<file path="src/rtl/misr_pkg.sv">
// misr_pkg: shared types and constants for the MISR output-response analyser.
//   misr_state_e   - controller state encoding (IDLE, RUN, DONE)
//   POLY4_LEGACY   - tap mask matching the legacy 4-bit SISR, x^4+x^3+x^2+1
//   POLY16_DEFAULT - default 16-bit tap mask
//   POLY32_DEFAULT - default 32-bit tap mask
package misr_pkg;

    typedef enum logic [1:0] {
        IDLE = 2'd0,
        RUN  = 2'd1,
        DONE = 2'd2
    } misr_state_e;

    localparam logic [3:0]  POLY4_LEGACY   = 4'b1011;
    localparam logic [15:0] POLY16_DEFAULT = 16'h002D;
    localparam logic [31:0] POLY32_DEFAULT = 32'h0000_00AF;

endpackage

</file>
<file path="src/rtl/misr_step.sv">
// misr_step: one combinational compaction step of a right-shifting,
// internal-XOR signature register.
//   sig [WIDTH]  in  - current signature
//   d   [N_IN]   in  - response bits, placed in the top N_IN bits of the register
//   nxt [WIDTH]  out - signature after the step
module misr_step
    import misr_pkg::*;
#(
    parameter int unsigned         WIDTH = 16,
    parameter logic [WIDTH-1:0]    POLY  = WIDTH'(POLY16_DEFAULT),
    parameter int unsigned         N_IN  = 1
) (
    input  logic [WIDTH-1:0] sig,
    input  logic [N_IN-1:0]  d,
    output logic [WIDTH-1:0] nxt
);

    logic [WIDTH-1:0] e;

    // Parallel inputs occupy the MSB end so a serial input enters at the top.
    always_comb begin
        e = '0;
        e[WIDTH-1 -: N_IN] = d;
    end

    // Feedback is the bit shifted out of stage 0, folded back through the taps.
    assign nxt = {1'b0, sig[WIDTH-1:1]} ^ (POLY & {WIDTH{sig[0]}}) ^ e;

endmodule

</file>
<file path="src/rtl/misr_ora.sv">
// misr_ora: parametrised MISR with a length-bounded compaction window and a
// registered pass/fail compare against a golden signature.
//   clk, reset_n     - clock (rising edge), asynchronous active-low reset
//   start, len       - open a window of len valid beats (accepted in IDLE/DONE)
//   in_valid, d_in   - response stream from the circuit under test
//   in_mask          - per-bit X-mask, present only with MISR_ORA_XMASK_EN
//   golden           - expected signature, sampled as the window closes
//   busy, done, pass - status; pass is meaningful only while done=1
//   signature        - current register contents
// Optional feature macro: MISR_ORA_XMASK_EN.
module misr_ora
    import misr_pkg::*;
#(
    parameter int unsigned      WIDTH = 16,
    parameter logic [WIDTH-1:0] POLY  = WIDTH'(POLY16_DEFAULT),
    parameter int unsigned      N_IN  = 1,
    parameter logic [WIDTH-1:0] SEED  = '0,
    parameter int unsigned      CNT_W = 16
) (
    input  logic             clk,
    input  logic             reset_n,
    input  logic             start,
    input  logic [CNT_W-1:0] len,
    input  logic             in_valid,
    input  logic [N_IN-1:0]  d_in,
`ifdef MISR_ORA_XMASK_EN
    input  logic [N_IN-1:0]  in_mask,
`endif
    input  logic [WIDTH-1:0] golden,
    output logic             busy,
    output logic             done,
    output logic             pass,
    output logic [WIDTH-1:0] signature
);

    misr_state_e      state_q, state_d;
    logic [WIDTH-1:0] sig_q, sig_d;
    logic [CNT_W-1:0] cnt_q, cnt_d;
    logic             pass_q, pass_d;
    logic [N_IN-1:0]  d_eff;
    logic [WIDTH-1:0] sig_nxt;

`ifdef MISR_ORA_XMASK_EN
    // Masked bits are forced to 0 so unknown responses cannot corrupt the signature.
    assign d_eff = d_in & ~in_mask;
`else
    assign d_eff = d_in;
`endif

    misr_step #(
        .WIDTH (WIDTH),
        .POLY  (POLY),
        .N_IN  (N_IN)
    ) u_step (
        .sig (sig_q),
        .d   (d_eff),
        .nxt (sig_nxt)
    );

    always_comb begin
        state_d = state_q;
        sig_d   = sig_q;
        cnt_d   = cnt_q;
        pass_d  = pass_q;
        case (state_q)
            IDLE, DONE: begin
                if (start) begin
                    sig_d  = SEED;
                    cnt_d  = len;
                    pass_d = 1'b0;
                    if (len == '0) begin
                        // Empty window: the seed itself is the signature.
                        state_d = DONE;
                        pass_d  = (SEED == golden);
                    end else begin
                        state_d = RUN;
                    end
                end
            end
            RUN: begin
                if (in_valid) begin
                    sig_d = sig_nxt;
                    cnt_d = cnt_q - CNT_W'(1);
                    if (cnt_q == CNT_W'(1)) begin
                        state_d = DONE;
                        pass_d  = (sig_nxt == golden);
                    end
                end
            end
            default: state_d = IDLE;
        endcase
    end

    always_ff @(posedge clk or negedge reset_n) begin
        if (!reset_n) begin
            state_q <= IDLE;
            sig_q   <= SEED;
            cnt_q   <= '0;
            pass_q  <= 1'b0;
        end else begin
            state_q <= state_d;
            sig_q   <= sig_d;
            cnt_q   <= cnt_d;
            pass_q  <= pass_d;
        end
    end

    assign busy      = (state_q == RUN);
    assign done      = (state_q == DONE);
    assign pass      = pass_q;
    assign signature = sig_q;

endmodule

</file>
<file path="config.mk">
export PLATFORM = sky130hd
export DESIGN_NAME = misr_ora
export DESIGN_NICKNAME = d
export VERILOG_FILES = /design/src/rtl/misr_pkg.sv /design/src/rtl/misr_step.sv /design/src/rtl/misr_ora.sv
export SDC_FILE = /design/constraint.sdc
export NUM_CORES = 1
export LEC_CHECK = 0
export ABC_AREA = 1
export BUFFER_PORTS_ARGS = -buffer_cell sky130_fd_sc_hd__buf_2
export CAP_MARGIN = 20
export CELL_PAD_IN_SITES_DETAIL_PLACEMENT = 1
export CELL_PAD_IN_SITES_GLOBAL_PLACEMENT = 1
export CORE_ASPECT_RATIO = 0.75
export CORE_MARGIN = 2
export CORE_UTILIZATION = 41
export CTS_BUF_LIST = sky130_fd_sc_hd__clkbuf_4 sky130_fd_sc_hd__clkbuf_8
export CTS_CLUSTER_SIZE = 24
export DETAILED_ROUTE_END_ITERATION = 7
export GPL_TIMING_DRIVEN = 0
export PLACE_DENSITY = 0.95
export SYNTH_ARGS = -nofsm -noshare
export SYNTH_HDL_FRONTEND = slang
export SYNTH_HIERARCHICAL = 1
export SYNTH_SLANG_ARGS = --single-unit
</file>
<file path="constraint.sdc">
create_clock -name clk -period 2.73 [get_ports clk]
set_input_delay 0.273 -clock clk [delete_from_list [all_inputs] [get_ports clk]]
set_output_delay 0.273 -clock clk [all_outputs]
set_load 0.03 [all_outputs]
</file>
==> impl_metrics.yaml, run 1 <==
global_routing:
  grt_pass1_vias: 2923
  grt_max_degree: 36
  antenna_found_initial: 0
  grt_pass1_wl_um: 13800
  grtUsageTotal_pct: 26.6
  grt_overflow: 0
pwr:
  pwr-share-clk_pct: 15.7
  p_total_uw: 3050
  power.switching_uw: 1510
  p_int_uw: 1540
  combPwrFrac_pct: 54.1
  sw_frac_of_total_pct: 49.5
  seq_power_share_pct: 30.2
  power-per-cell-area_nw_per_um2: 1040
  vdd_drop_max_v: 0.000387
  p_leak_uw: 0.00158
cells_and_area:
  mostFrequentLayoutCells: "129 x nand2_1, 60 x buf_2, 58 x inv_1"
  n_antenna_cell: 0
  final_common_cell: "nand2_1"
  fin_area_um2: 2920
  drive_gt1_share_pct: 19.4
  area_growth_pct: 19.4
  fill_cells: 836
  nets: 492
synthesis:
  yosys-top-cells-area: "dfrtp_1 36%, nand2_1 20%, inv_1 8.9%, nor2_1 8.1%, o21ai_0 7.2%"
  synth_top_area_share_pct: 35.8
  synth_warnings: 6
  synth_area_per_cell_um2: 6.24
  syn_area_um2: 2450
  synth.yosys.seq_area_share_pct: 35.8
  netlist_instances: 392
  synth_fp_nets: 431
  ys_seq_elements: 35
  synth_area_leader_cell: "dfrtp_1"
  synth_cell_types: 24
placed_design:
  port_buffers: 54
  placed_area_um2: 2810
  dpl.hpwl_um: 6250
  gp_congestion: 0.876
cts:
  root_buffer: "clkbuf_8"
  tritoncts: "built"
  postCtsHoldBufs: 0
  cts_buffers: 5
  cts.sinks: 35
  clk_latency_ns: 0.30
  post_cts_buffers: 0
  clock_path_buffers: 2
  h-tree-depth: 2
  clk_pin_slew_ns: 0.08
  ctsResizeCount: 0
detailed_routing:
  ant_nets: 0
  wire_per_inst_um: 15.4
  drt_iter0_markers: 110
  vias: 2761
  drc: 0
  drt-vias-per-instance: 5.20
  first_pass_iters: 4
  wl_um: 8180
timing:
  fin_crit_ns: 1.90
  final_max_slew_viol_count: 0
  hold_viol: 0
  fin_crit_sh_pct: 69.5
  skew_ns: 0.0119
  rsz0062_at_grt: "no"
  setup_viol: 0
  setup_tns_ns: 0
  worst_pin_slew_ns: 0.832
  maxSlewHeadroom_pct: 44.5
  fmax_mhz: 527
critical_path:
  crit_family: "buffers and inverters"
  cp_data_arrival_time_ns: 1.63
  path_class: "reg -> out"
  end_kind: "primary output"
  cp_slowest_cell: "dfrtp_1"
  ff2ff_setup_slack_ns: 0.90
  cp_slowest_stage_delay_ns: 0.39
  worst-path-max-fanout: 10
  required_ns: 2.46
  cp-start-kind: "flip-flop"
  crit_buf_inv: 4
  worstPathCellList: "inv_2, nor2_4, buf_4, buf_2, buf_2"
  crit_top_cell: "buf_2"
job:
  maxCapViolCount: 0
outcome:
  status: "finished, final reports clean"
floorplanning:
  placementRows: 24
  io_pins: 56
  fp.dieH_um: 70.9
  start_util_pct: 42.2
  die_w_um: 93.2
  coreArea_um2: 5800
  dieArea_um2: 6610
hold_path:
  hp-class: "in -> async"
==> layer usage <==
layer  vias to the layer above  global-route usage [%]  part of all wire, %
li1                       1320                       -                    -
met1                      1349                    36.1                   45
met2                        77                    43.5                   47
met3                        15                    4.79                  5.8
met4                         0                    8.82                  1.7
met5                         -                       0                    0
==> worst paths after layout <==
kind                                                 from                   endpoint  cells past startpoint
worst max-delay path               state_q[0]$_DFFE_PN0P_                       busy                      5
min in group clk                                   len[1]       cnt_q[1]$_DFFE_PN0P_                      3
worst min-delay path                              reset_n       cnt_q[5]$_DFFE_PN0P_                      1
max in group asynchronous                         reset_n       cnt_q[9]$_DFFE_PN0P_                      1
worst max register to register       cnt_q[0]$_DFFE_PN0P_      cnt_q[10]$_DFFE_PN0P_                      9
worst min register to register  signature[13]$_DFFE_PN0P_  signature[13]$_DFFE_PN0P_                      2
==> area by class of cell <==
type / instances / area, um2 / area share [%]
buffer: 22 / 139 / 4.76
multi-input combinational: 274 / 1200 / 41.2
tap: 78 / 97.6 / 3.34
sequential: 35 / 876 / 30.0
inverter: 61 / 229 / 7.84
timing repair buffer: 54 / 270 / 9.25
clock buffer: 6 / 76.3 / 2.61
clock inverter: 1 / 30.0 / 1.03
==> worst register-to-register path, stage by stage, from the launching register on <==
cell and delay (ns):
dfrtp_1 0.42, inv_1 0.13, ha_1 0.25, nand2_1 0.12, nor2_1 0.34, nand2_1 0.14
o22ai_1 0.13, nand2_1 0.06, o21ai_0 0.07, inv_1 0.06
==> registers in the layout (all words and copies together), names as in the netlist <==
signal	cells
cnt_q	16
signature	16
state_q	2
pass	1
==> cell usage after synthesis <==
cell type  number
o21ai_0        35
a21oi_1        14
ha_1            2
buf_4          13
clkbuf_1        3
a22oi_1         1
o21ai_1         1
nor3_1          2
o211ai_1        2
nor2_2          1
a31oi_1         2
o22ai_1         5
o21a_1          1
nor2_4          2
xor2_1          2
inv_1          58
nand3_1        19
nand4_1         1
dfrtp_1        35
inv_2           3
nand2_1       129
nor2_1         53
nand2_2         2
buf_2           6
==> power by group through the flow <==
stage | clock network (uW) | registers [uW] | logic [uW]
final | 477 | 920 | 1650
after global routing | 505 | 949 | 1840
after global placement | 0 | 910 | 1540
after detailed placement | 0 | 927 | 1620
after floorplan | 0 | 1030 | 1010
after CTS | 485 | 919 | 1640
==> stage by stage <==
stage	util (%)	hold slack [ns]	setup slack, ns	instances
after floorplan	-	-0.0226	1.31	392
after global placement	48.6	0.418	1.07	524
after detailed placement	48.6	0.429	0.958	524
after CTS	50.4	0.0971	0.837	531
after global routing	50.4	0.133	0.731	531
final	50.4	0.0573	0.832	531
==> cells by family (layout without fill, tap and decap cells) <==
kind of cell / Yosys count / count (layout) / synth area share [%]
compound gates: 61 / 61 / 13.2
xor+xnor: 2 / 2 / 0.716
fa+ha+maj: 2 / 2 / 1.02
buf+inv: 83 / 144 / 15.0
flops: 35 / 35 / 35.8
simple gates: 209 / 209 / 34.2
Power figures use the tool's default switching activity.
==> run 2: changes to the inputs <==
- CORE_UTILIZATION: 41 -> 35
- PLACE_DENSITY: 0.95 -> 0.9
- clock period: 2.73 -> 1.6 ns (I/O delays scaled with it)
==> run 2 against run 1 <==
Net effect: clock-buffer cell count unchanged; first-iteration DRC count grew 18%; highest routed layer unchanged; clock skew shrank 0.0068 ns; clock power rose by 43%; die area is 16% higher; combinational power up 90%; flip-flop and latch count unchanged.
==> impl_metrics.yaml, run 2 (synthesized netlist as in run 1, its figures left out) <==
outcome:
  status: "finished, final reports clean"
hold_path:
  hp-class: "in -> reg"
critical_path:
  ff2ff_setup_slack_ns: 0.05
  startpoint: "state_q[0]$_DFFE_PN0P_"
  required_ns: 1.44
  path_class: "reg -> out"
  cp-start-kind: "flip-flop"
  r2r_cells: 8
  worst-path-max-fanout: 10
  cp_data_arrival_time_ns: 1.41
  endpoint: "busy"
  r2r_start: "cnt_q[4]$_DFFE_PN0P_"
  r2r_end: "pass$_DFFE_PN0P_"
  end_kind: "primary output"
cts:
  clk_pin_slew_ns: 0.07
  h-tree-depth: 2
  root_buffer: "clkbuf_8"
  tritoncts: "built"
  clock_path_buffers: 2
  clk_latency_ns: 0.29
  cts_buffers: 5
  cts.sinks: 35
cells_and_area:
  fill_cells: 933
  nets: 501
  utilization_pct: 45.0
  area_growth_pct: 25.1
  drive_gt1_share_pct: 24.5
  fin_area_um2: 3060
  final_common_cell: "nand2_1"
  n_antenna_cell: 0
  mostFrequentLayoutCells: "127 x nand2_1, 57 x inv_1, 56 x buf_2"
placed_design:
  placed_area_um2: 2820
  gp_congestion: 0.904
  port_buffers: 54
  dpl.hpwl_um: 6210
  dpl_worst_slack_ns: -0.152
global_routing:
  grt_max_degree: 36
  grt_pass1_wl_um: 13800
  grt_pass1_vias: 2812
  grt_overflow: 0
  grtUsageTotal_pct: 22.4
  antenna_found_initial: 0
floorplanning:
  coreArea_um2: 6800
  fp.dieH_um: 76.4
  io_pins: 56
  die_w_um: 101
  start_util_pct: 36.0
  placementRows: 26
  dieArea_um2: 7680
detailed_routing:
  drt-vias-per-instance: 5.00
  first_pass_iters: 4
  drc: 0
  ant_nets: 0
  wl_um: 8650
  drt_iter0_markers: 130
  wire_per_inst_um: 15.8
  vias: 2730
timing:
  setup_viol: 0
  setup_ws_ns: 0.0272
  skew_ns: 0.00515
  maxSlewHeadroom_pct: 43.8
  hold_viol: 0
  fin_crit_ns: 1.57
  fmax_mhz: 636
  worst_pin_slew_ns: 0.843
  fin_crit_sh_pct: 98.3
  final_max_slew_viol_count: 0
job:
  maxCapViolCount: 0
pwr:
  vdd_drop_max_v: 0.000612
  power-per-cell-area_nw_per_um2: 1770
  p_leak_uw: 0.00163
  p_total_uw: 5410
[run 2: changes by cell type in the layout (fill, tap and decap cells not counted), moves of 3 or more]
cell	before	now
o21ai_1	1	4
buf_2	60	56
dfrtp_1	35	32
buf_4	13	21
dfrtp_2	0	3
o21ai_0	35	32
nor2_1	53	46
nor2_2	1	6
[run 2: final cells by class]
cell class	instances	area, um2	area share (%)
Buffer	22	160	5.24
Clock buffer	6	82.6	2.70
Clock inverter	1	5.00	0.164
Inverter	61	229	7.48
Multi-Input combinational cell	274	1250	40.9
Sequential cell	35	880	28.8
Tap cell	84	105	3.44
Timing Repair Buffer	63	347	11.3
[run 2: through the flow]
step | cells | hold slack [ns] | TNS [ns]
3_3_place_gp | 530 | 0.311 | -0.126
3_5_place_dp | 530 | 0.316 | -0.313
6_report | 546 | 0.165 | 0
2_1_floorplan | 392 | -0.136 | 0
4_1_cts | 538 | 0.155 | 0
5_1_grt | 546 | 0.184 | -0.301
[run 2: what timing repair did]
action | in CTS | in global routing
hold buffers | 1 | 0
setup buffers | 0 | 8
gates resized for setup | 8 | 25
endpoints found under the setup margin | 5 | 15
endpoints found under the hold margin | 15 | 0
pin swaps | 1 | 3
[run 2: metal layers]
| metal | global-route usage [%] | vias up | wire length, um |
|---|---|---|---|
| met2 | 36.8 | 52 | 4210 |
| met1 | 30.5 | 1327 | 3970 |
| met3 | 4.04 | 14 | 353 |
| met5 | 0 | - | 0 |
| met4 | 5.62 | 0 | 119 |
| li1 | - | 1337 | - |
[run 2: power by group]
part           internal, uW  switching (uW)  total [uW]
Combinational          1100            2040        3130
Sequential             1240             357        1600
Clock                   338             343         681
[run 2: worst max-delay path: stages (launching register included)]
cell and delay, ns:
dfrtp_1 0.39, inv_2 0.10, nor2_4 0.14, buf_8 0.16, buf_6 0.17, buf_6 0.15
[run 2: worst min-delay path by stage]
| stage | start | endpoint | slack [ns] | cells past startpoint |
|---|---|---|---|---|
| after CTS | start | state_q[1]$_DFFE_PN0P_ | 0.16 | 4 |
| after global routing | len[1] | cnt_q[1]$_DFFE_PN0P_ | 0.18 | 3 |
| after global placement | reset_n | cnt_q[6]$_DFFE_PN0P_ | 0.31 | 1 |
| after detailed placement | reset_n | cnt_q[6]$_DFFE_PN0P_ | 0.32 | 1 |
| final | d_in | signature[15]$_DFFE_PN0P_ | 0.16 | 3 |
| after floorplan | reset_n | cnt_q[0]$_DFFE_PN0P_ | -0.14 | 0 |
==> run 3: changes to the inputs <==
- SYNTH_HIERARCHICAL: 1 -> not set
==> run 3 against run 2 <==
Net effect: die area is 4.7% lower; final area is 3.9% lower; largest power group unchanged; area after synthesis is 5.0% lower; register-to-register slack worse by 0.02 ns; cell count is 5.9% lower; synthesized cell count is 8.2% lower; highest routed layer unchanged; clock skew is 0.0014 ns lower; hold slack worse by 0.021 ns; first-iteration DRC count is 38% lower; flip-flop and latch count stayed put; critical path depth is 3 higher; routed wire length is 3.1% lower.
==> impl_metrics.yaml, run 3 <==
outcome:
  status: "finished, final reports clean"
placed_design:
  dpl_worst_slack_ns: -0.0979
  placed_area_um2: 2700
  port_buffers: 55
  dpl.hpwl_um: 6040
  gp_congestion: 0.831
synthesis:
  async_flop_share_pct: 100
  yosys-top-cells-count: "117 x nand2_1, 76 x nor2_1, 43 x inv_1, 35 x dfrtp_1, 20 x o21ai_0"
  synth_area_per_cell_um2: 6.46
  synth_cell_types: 28
  synth_warnings: 0
  yosys-top-cells-area: "dfrtp_1 38%, nand2_1 19%, nor2_1 12%, inv_1 6.9%, o22ai_1 4.8%"
  synth_fp_nets: 399
  syn_area_um2: 2320
  synth-main-ff-cell: "dfrtp_1"
  synth_most_common_cell: "nand2_1"
  ys_seq_elements: 35
  synth.yosys.seq_area_share_pct: 37.7
  synth_top_area_share_pct: 37.7
  synth-edff-count: 0
  synth_area_leader_cell: "dfrtp_1"
  netlist_instances: 360
global_routing:
  globalRouteMet3Util_pct: 4.42
  grt_max_degree: 36
  gr-usage-met2_pct: 38.5
  grt_pass1_vias: 2700
  grtUsageMet1_pct: 31.8
  antenna_found_initial: 0
  grt_pass1_wl_um: 13400
  grt_overflow: 0
  grt.busiest_layer: "met2"
  grtUsageTotal_pct: 23.3
floorplanning:
  dieArea_um2: 7320
  coreArea_um2: 6350
  placementRows: 25
  fp.dieH_um: 74.6
  io_pins: 56
  start_util_pct: 36.6
  die_w_um: 98.1
cts:
  cts.sinks: 35
  clk_pin_slew_ns: 0.08
  h-tree-depth: 2
  clock_path_buffers: 2
  cts_buffers: 5
  clk_latency_ns: 0.30
  tritoncts: "built"
  root_buffer: "clkbuf_8"
critical_path:
  path_class: "reg -> reg"
  required_ns: 1.80
  ff2ff_setup_slack_ns: 0.03
  r2r_end: "pass$_DFFE_PN0P_"
  worst-path-max-fanout: 3
  cp-start-kind: "flip-flop"
  end_kind: "flip-flop"
  r2r_cells: 8
  r2r_start: "cnt_q[3]$_DFFE_PN0P_"
  cp_data_arrival_time_ns: 1.77
timing:
  fin_crit_sh_pct: 98.4
  final_max_slew_viol_count: 0
  skew_ns: 0.00372
  worst_pin_slew_ns: 0.843
  setup_viol: 0
  fmax_mhz: 635
  hold_viol: 0
  hold_slack_ns: 0.144
  maxSlewHeadroom_pct: 43.8
  setup_ws_ns: 0.0251
  setup_tns_ns: 0
  fin_crit_ns: 1.57
hold_path:
  hp-class: "in -> reg"
  min_to: "cnt_q[5]$_DFFE_PN0P_"
  hp-start: "len[5]"
  whs_path_depth: 3
detailed_routing:
  ant_nets: 0
  drt_iter0_markers: 80
  wire_per_inst_um: 16.3
  wl_um: 8380
  first_pass_iters: 4
  vias: 2630
  drt-vias-per-instance: 5.12
  drc: 0
cells_and_area:
  mostFrequentLayoutCells: "115 x nand2_1, 69 x nor2_1, 58 x buf_2"
  n_antenna_cell: 0
  final_common_cell: "nand2_1"
  utilization_pct: 46.3
  multi_input_area_um2: 1290
  nets: 471
  fill_cells: 877
  fin_area_um2: 2940
  area_growth_pct: 26.5
  regArea_um2: 880
  drive_gt1_share_pct: 24.5
pwr:
  vdd_drop_max_v: 0.000731
  power-per-cell-area_nw_per_um2: 1860
  seq_power_share_pct: 30.2
  p_int_uw: 2630
  combPwrFrac_pct: 57.0
  sw_frac_of_total_pct: 51.9
  power.switching_uw: 2840
  p_leak_uw: 0.00151
  pwr-share-clk_pct: 12.8
job:
  maxCapViolCount: 0
-- run 3: cell families after synthesis --
family | Yosys count | synth area share [%]
and+or+nand+nor | 211 | 36.4
buffers and inverters | 53 | 9.10
AOI/OAI and AO/OA | 52 | 13.1
DFF | 35 | 37.7
xor gates and xnor gates | 7 | 2.64
adders and majority gates | 2 | 1.08
-- run 3: worst max-delay path by stage --
| stage | depth (start not counted) | endpoint | slack [ns] | start |
|---|---|---|---|---|
| after global placement | 8 | cnt_q[2]$_DFFE_PN0P_ | -0.04 | state_q[0]$_DFFE_PN0P_ |
| after global routing | 8 | pass$_DFFE_PN0P_ | -0.06 | cnt_q[3]$_DFFE_PN0P_ |
| after CTS | 11 | cnt_q[10]$_DFFE_PN0P_ | 0.008 | cnt_q[0]$_DFFE_PN0P_ |
| after floorplan | 11 | cnt_q[10]$_DFFE_PN0P_ | 0.25 | cnt_q[0]$_DFFE_PN0P_ |
| after detailed placement | 11 | cnt_q[10]$_DFFE_PN0P_ | -0.1 | cnt_q[0]$_DFFE_PN0P_ |
| final | 8 | pass$_DFFE_PN0P_ | 0.03 | cnt_q[3]$_DFFE_PN0P_ |
-- run 3: metal layers --
metal / part of all wire [%] / routed length (um)
met5: 0 / 0
met4: 1.6 / 130
met3: 3.7 / 307
met2: 48 / 3980
met1: 47 / 3960
-- run 3: power by group through the flow --
stage | Sequential, uW | Combinational, uW | Clock (uW)
2_1_floorplan | 1780 | 1680 | 0
3_3_place_gp | 1600 | 2570 | 0
3_5_place_dp | 1620 | 2710 | 0
4_1_cts | 1610 | 2840 | 706
5_1_grt | 1690 | 3430 | 742
6_report | 1660 | 3120 | 700
-- run 3: what timing repair did --
| action | in CTS | in global routing |
|---|---|---|
| pin swaps | 2 | 4 |
| hold buffers | 1 | 0 |
| endpoints found under the setup margin | 10 | 13 |
| hold endpoints to repair | 35 | 0 |
| gates resized for setup | 9 | 21 |
| buffers inserted | 3 | 6 |
-- run 3: stage by stage --
stage | cells | power [uW]
after floorplan | 360 | 3470
after CTS | 508 | 5160
final | 514 | 5470
after global routing | 514 | 5860
after detailed placement | 496 | 4330
after global placement | 496 | 4170
-- run 3: critical path, stage by stage, from the launching register on --
cell	delay, ns
dfrtp_1	0.42
nor2_1	0.25
nand2_1	0.14
nor2_1	0.11
nand2_1	0.10
a21oi_2	0.21
nand2_1	0.09
nor2_1	0.10
nor2_1	0.05
-- run 3: area by class of cell --
type	instances	area share [%]
Timing Repair Buffer	65	12.0
Buffer	8	1.70
Inverter	45	5.74
Multi-Input combinational cell	272	44.0
Clock inverter	3	0.809
Tap cell	81	3.45
Sequential cell	35	29.9
Clock buffer	5	2.34
